**src/rtl/digit_serial_adder_if.sv**
```systemverilog
// rtl/digit_serial_adder_if.sv - operand/result handshake bundle for digit_serial_adder (sub/overflow under SUB_MODE_EN)
interface digit_serial_adder_if #(
  parameter int WIDTH = 32
);
  logic             in_valid;
  logic             in_ready;
  logic [WIDTH-1:0] augend;
  logic [WIDTH-1:0] addend;
  logic             carry_in;
  logic             out_valid;
  logic             out_ready;
  logic [WIDTH-1:0] sum;
  logic             carry_out;
  logic             busy;
`ifdef SUB_MODE_EN
  logic             sub;
  logic             overflow;

  modport master (
    output in_valid, augend, addend, carry_in, sub, out_ready,
    input  in_ready, out_valid, sum, carry_out, overflow, busy
  );
  modport slave (
    input  in_valid, augend, addend, carry_in, sub, out_ready,
    output in_ready, out_valid, sum, carry_out, overflow, busy
  );
`else
  modport master (
    output in_valid, augend, addend, carry_in, out_ready,
    input  in_ready, out_valid, sum, carry_out, busy
  );
  modport slave (
    input  in_valid, augend, addend, carry_in, out_ready,
    output in_ready, out_valid, sum, carry_out, busy
  );
`endif
endinterface

```
**src/rtl/digit_serial_adder.sv**
```systemverilog
// rtl/digit_serial_adder.sv - multi-cycle adder, DIGIT bits per clock, LSB digit first
// Define SUB_MODE_EN to add the sub input (inverted addend) and signed overflow output.
module full_adder (
  input  logic a,
  input  logic b,
  input  logic ci,
  output logic s,
  output logic co
);
  assign s  = a ^ b ^ ci;
  assign co = (a & b) | (ci & (a ^ b));
endmodule

module digit_serial_adder #(
  parameter int WIDTH = 32,
  parameter int DIGIT = 4
) (
  input  logic               clk,
  input  logic               rst,
  digit_serial_adder_if.slave bus
);
  localparam int NDIG = WIDTH / DIGIT;

  if (WIDTH < 1 || DIGIT < 1 || DIGIT > WIDTH || (WIDTH % DIGIT) != 0) begin : g_bad_params
    $error("digit_serial_adder: need 1 <= DIGIT <= WIDTH and WIDTH %% DIGIT == 0");
  end

  typedef enum logic [1:0] {IDLE, RUN, DONE} state_t;
  state_t state, state_nxt;

  logic [WIDTH-1:0] a_sh, b_sh, b_in, sum_q, dmask;
  logic [NDIG-1:0]  dsel;
  logic             carry_q, cout_q;
  logic [DIGIT-1:0] dsum;
  logic [DIGIT:0]   c;
  logic             last;

  // One ripple slice reused every cycle; operands shift down so digit k sits at bit 0.
  assign c[0] = carry_q;
  for (genvar i = 0; i < DIGIT; i++) begin : g_slice
    full_adder u_fa (
      .a  (a_sh[i]),
      .b  (b_sh[i]),
      .ci (c[i]),
      .s  (dsum[i]),
      .co (c[i+1])
    );
  end

  // dsel is a one-hot digit pointer; dmask expands it to the sum bits of that digit.
  for (genvar j = 0; j < NDIG; j++) begin : g_mask
    assign dmask[j*DIGIT +: DIGIT] = {DIGIT{dsel[j]}};
  end
  assign last = dsel[NDIG-1];

`ifdef SUB_MODE_EN
  logic ovf_q;
  assign b_in         = bus.sub ? ~bus.addend : bus.addend;
  assign bus.overflow = ovf_q;
`else
  assign b_in = bus.addend;
`endif

  always_ff @(posedge clk) begin
    if (rst) begin
      state <= IDLE;
    end else begin
      state <= state_nxt;
    end
  end

  always_comb begin
    state_nxt     = state;
    bus.in_ready  = 1'b0;
    bus.out_valid = 1'b0;
    bus.busy      = 1'b1;
    case (state)
      IDLE: begin
        bus.in_ready = 1'b1;
        bus.busy     = 1'b0;
        if (bus.in_valid) state_nxt = RUN;
      end
      RUN: begin
        if (last) state_nxt = DONE;
      end
      DONE: begin
        bus.out_valid = 1'b1;
        if (bus.out_ready) state_nxt = IDLE;
      end
      default: state_nxt = IDLE;
    endcase
  end

  always_ff @(posedge clk) begin
    if (rst) begin
      a_sh    <= '0;
      b_sh    <= '0;
      carry_q <= 1'b0;
      dsel    <= NDIG'(1);
      sum_q   <= '0;
      cout_q  <= 1'b0;
`ifdef SUB_MODE_EN
      ovf_q   <= 1'b0;
`endif
    end else begin
      case (state)
        IDLE: begin
          if (bus.in_valid) begin
            a_sh    <= bus.augend;
            b_sh    <= b_in;
            carry_q <= bus.carry_in;
            dsel    <= NDIG'(1);
            sum_q   <= '0;
          end
        end
        RUN: begin
          a_sh    <= a_sh >> DIGIT;
          b_sh    <= b_sh >> DIGIT;
          carry_q <= c[DIGIT];
          sum_q   <= (sum_q & ~dmask) | ({NDIG{dsum}} & dmask);
          dsel    <= dsel << 1;
          if (last) begin
            cout_q <= c[DIGIT];
`ifdef SUB_MODE_EN
            // Signed overflow: carry into the MSB differs from carry out of it.
            ovf_q  <= c[DIGIT] ^ c[DIGIT-1];
`endif
          end
        end
        default: ;
      endcase
    end
  end

  assign bus.sum       = sum_q;
  assign bus.carry_out = cout_q;
endmodule
```
**src/flat_wrapper.sv**
```systemverilog
// flat-port wrapper written by rule: the top's interface ports become plain ports
module digit_serial_adder_flat 
#(
  parameter int WIDTH = 32,
  parameter int DIGIT = 4
)
  (clk, rst, bus_in_valid, bus_augend, bus_addend, bus_carry_in, bus_out_ready, bus_in_ready, bus_out_valid, bus_sum, bus_carry_out, bus_busy);
  digit_serial_adder_if #(.WIDTH(WIDTH)) bus_i ();
  input  logic clk;
  input  logic rst;
  input wire logic [$bits(bus_i.in_valid)-1:0] bus_in_valid;
  input wire logic [$bits(bus_i.augend)-1:0] bus_augend;
  input wire logic [$bits(bus_i.addend)-1:0] bus_addend;
  input wire logic [$bits(bus_i.carry_in)-1:0] bus_carry_in;
  input wire logic [$bits(bus_i.out_ready)-1:0] bus_out_ready;
  output wire logic [$bits(bus_i.in_ready)-1:0] bus_in_ready;
  output wire logic [$bits(bus_i.out_valid)-1:0] bus_out_valid;
  output wire logic [$bits(bus_i.sum)-1:0] bus_sum;
  output wire logic [$bits(bus_i.carry_out)-1:0] bus_carry_out;
  output wire logic [$bits(bus_i.busy)-1:0] bus_busy;
  assign bus_i.in_valid = bus_in_valid;
  assign bus_i.augend = bus_augend;
  assign bus_i.addend = bus_addend;
  assign bus_i.carry_in = bus_carry_in;
  assign bus_i.out_ready = bus_out_ready;
  assign bus_in_ready = bus_i.in_ready;
  assign bus_out_valid = bus_i.out_valid;
  assign bus_sum = bus_i.sum;
  assign bus_carry_out = bus_i.carry_out;
  assign bus_busy = bus_i.busy;
  digit_serial_adder #(.WIDTH(WIDTH), .DIGIT(DIGIT)) u_core (.clk(clk), .rst(rst), .bus(bus_i));
endmodule
```
**config.mk**
```make
export PLATFORM = sky130hd
export DESIGN_NAME = digit_serial_adder_flat
export DESIGN_NICKNAME = d
export VERILOG_FILES = /design/src/rtl/digit_serial_adder_if.sv /design/src/rtl/digit_serial_adder.sv /design/src/flat_wrapper.sv
export SDC_FILE = /design/constraint.sdc
export NUM_CORES = 1
export LEC_CHECK = 0
export ABC_AREA = 1
export CAP_MARGIN = 30
export CORE_MARGIN = 5
export CORE_UTILIZATION = 50
export CTS_CLUSTER_DIAMETER = 30
export DETAILED_ROUTE_END_ITERATION = 10
export PLACE_DENSITY = 0.79
export REMOVE_ABC_BUFFERS = 1
export SLEW_MARGIN = 20
export SYNTH_ARGS = -nofsm -noshare
export SYNTH_HDL_FRONTEND = slang
export SYNTH_SLANG_ARGS = --single-unit
```
**constraint.sdc**
```tcl
create_clock -name clk -period 2.8 [get_ports clk]
set_input_delay 0.56 -clock clk [delete_from_list [all_inputs] [get_ports clk]]
set_output_delay 0.56 -clock clk [all_outputs]
set_load 0.005 [all_outputs]
```
==> results.yml, run 1 <==
run_status:
  status: "finished, final reports clean"
pwr:
  p_clk_share_pct: 27.2
  power.leakage_nw: 2.58
  p_sw_share_pct: 29.0
  intPower_mw: 2.21
  power_density_nw_per_um2: 506
  peakVddDrop_mv: 0.273
  p_sw_mw: 0.902
  seqPwrFrac_pct: 54.0
  p_comb_share_pct: 18.8
placement:
  dpl_worst_slack_ns: 0.302
  place_congestion: 0.814
  port_buffers: 104
  hpwl_microns: 8400
sta:
  layout_min_cycle_time_ns: 2.52
  finalHoldViolations: 0
  rsz0062_at_grt: "false"
  fmax_ghz: 0.396
  finalSetupViolCount: 0
  fin_setup_tns_ns: 0
  slew-limit-headroom_pct: 44.1
  finalCritPeriodShare_pct: 90.1
  report.final.slew_viol_count: 0
  setup_ws_ns: 0.277
  skew_ns: 0.0107
  hold_ws_ns: 0.471
  worstMarginPinSlew_ns: 0.836
final_layout:
  syn_to_final_growth_pct: 25.9
  nNetsFinal: 873
  final_core_util_pct: 63.7
  diodes: 0
  drive_above_1_share_pct: 4.35
clock_tree:
  clk_latency_ns: 0.37
  clock_sinks: 108
  cts_tree: "yes"
  numCtsBuffers: 9
  h-tree-depth: 3
  cts_max_path_buffers: 2
  postCtsSetupRepairBufs: 0
  cts_resized: 0
  ctsHoldBuffers: 0
  cts.clk_slew.worst_paths_ns: 0.10
  root_buffer: "clkbuf_8"
critical_path:
  cp_max_fo: 8
  arrival_ns: 2.78
  path_class: "reg -> reg"
  r2r-start: "u_core.a_sh[0]"
  rr_endpoint: "u_core.bus.sum[11]"
  reg2reg_slack_ns: 0.28
  r2r_cells: 12
  cp-end-kind: "register"
  worstPathRequired_ns: 3.06
  worst_setup_path_start_kind: "register"
synthesis:
  postSynthCellCount: 726
  seq_area_frac_synth_pct: 44.3
  ys_ff_latch: 108
  ys_dominant_reg_cell: "dfxtp_1"
  synth.largest_area_cell: "dfxtp_1"
  syn_area_per_cell_sq_um: 6.72
  async_reset_ff_share_pct: 0
  syn-cell-area_sq_um: 4880
  synth_edf_count: 0
  synth_most_common_cell: "nand2_1"
  yosysTopAreaCellShare_pct: 44.3
  yosysUniqueCellTypes: 20
  synthTopCellsByArea: "dfxtp_1, nand2_1, nor2_1"
  synth_top_cells_by_count: "nand2_1, nor2_1, dfxtp_1, nand3_1, a21oi_1"
  yosysWarnings: 0
worst_hold_path:
  hold_end: "u_core.b_sh[31]"
  hold_path_class: "reg -> reg"
  hold_path_depth: 2
  hp-start: "u_core.b_sh[31]"
grt:
  grt_pass1_vias: 4524
  grtUsageTotal_pct: 21.5
  grt_max_degree: 49
  grt-ovfl-total: 0
  grt_antenna_before_repair: 0
  grt_pass1_wl_microns: 20500
floorplan:
  rows: 36
  coreArea_sq_um: 9640
  die_area_sq_um: 11800
  fp.dieW_microns: 109
  ios: 105
  die_h_microns: 109
  start_util_pct: 50.6
routing:
  drc_errors: 0
  via_count: 4747
  finalWirelength_microns: 12100
  first_pass_iters: 4
  routed_via_density: 5.06
  postRouteAntennaNets: 0
  wl_per_cell_microns: 12.9
  drt_iter0_markers: 273
job:
  maxCapViolations: 0
## through the flow
stage	instance area (sq um)	std cells	power, mW
final	6140	938	3.11
after global routing	6140	938	3.28
after CTS	6140	938	3.13
after detailed placement	5970	922	2.30
after global placement	5970	922	2.28
after floorplan	4600	671	2.02
## kinds of logic after synthesis
| logic type | synth area share (%) |
|---|---|
| fa+ha+maj | 1.64 |
| simple gates | 34.8 |
| compound gates | 10.6 |
| flops | 44.3 |
| buf+inv | 8.65 |
## sequential cells by signal, summed over array words and instances (netlist names)
register / flops
u_core.dsel: 8
u_core.a_sh: 32
u_core.bus.sum: 32
u_core.b_sh: 32
u_core.carry_q: 1
u_core.bus.carry_out: 1
u_core.state: 2
## worst max path at each step
stage	cells after the start	endpoint	from	slack [ns]
finish	12	u_core.bus.sum[11]	u_core.a_sh[0]	0.28
global route	12	u_core.bus.sum[7]	u_core.a_sh[0]	0.06
CTS	12	u_core.bus.sum[3]	u_core.a_sh[0]	0.29
detailed placement	12	u_core.bus.sum[7]	u_core.a_sh[0]	0.30
global placement	12	u_core.bus.sum[3]	u_core.a_sh[0]	0.38
floorplan	5	u_core.a_sh[0]	u_core.state[1]	0.50
## area by class of cell
class | count | area, sq um
multi-input combinational | 525 | 2300
timing repair buffer | 118 | 1200
tap | 133 | 166
clock buffer | 12 | 135
inverter | 38 | 143
sequential | 108 | 2160
fill | 901 | 3500
clock inverter | 4 | 32.5
## critical path, stage by stage (launching register included)
cell and delay, ns:
dfxtp_1 0.35, inv_1 0.06, fa_1 0.41, inv_1 0.08, fa_1 0.16, inv_1 0.05
fa_1 0.35, inv_1 0.08, fa_1 0.38, inv_1 0.22, nand2_1 0.10, o211ai_1 0.11
a21oi_1 0.08
## power by group through the flow
stage / registers (mW) / logic [mW] / clock network (mW)
final: 1.68 / 0.585 / 0.846
after global routing: 1.69 / 0.659 / 0.932
after floorplan: 1.70 / 0.322 / 0
after detailed placement: 1.71 / 0.586 / 0
after CTS: 1.68 / 0.587 / 0.864
after global placement: 1.71 / 0.574 / 0
## per-layer routing
metal | vias up | global-route usage, % | part of all wire, %
li1 | 2430 | - | -
met1 | 2136 | 26.5 | 43
met2 | 162 | 36.9 | 48
met3 | 19 | 5.15 | 6.9
met4 | 0 | 6.94 | 1.7
met5 | - | 0 | 0
## placed cells by master (no fill, tap or decap)
cell type,instances
o21ai_0,32
fa_1,4
dfxtp_1,108
clkinvlp_4,2
o21ai_1,11
nand2_1,212
clkbuf_8,9
nand2_2,3
a21oi_1,42
o211ai_1,11
nor2_4,1
inv_2,2
clkbuf_1,3
o21ai_4,1
inv_1,36
nor2_2,1
buf_12,4
inv_6,2
buf_4,10
clkdlybuf4s50_1,104
nand3_1,72
nor2_1,135
(Power assumes the default switching activity.)
==> run 2, diff against run 1 <==
CAP_MARGIN = default   (was 30)
==> results of run 2 <==
Final layout, timing and power as in run 1 (identical DEF).
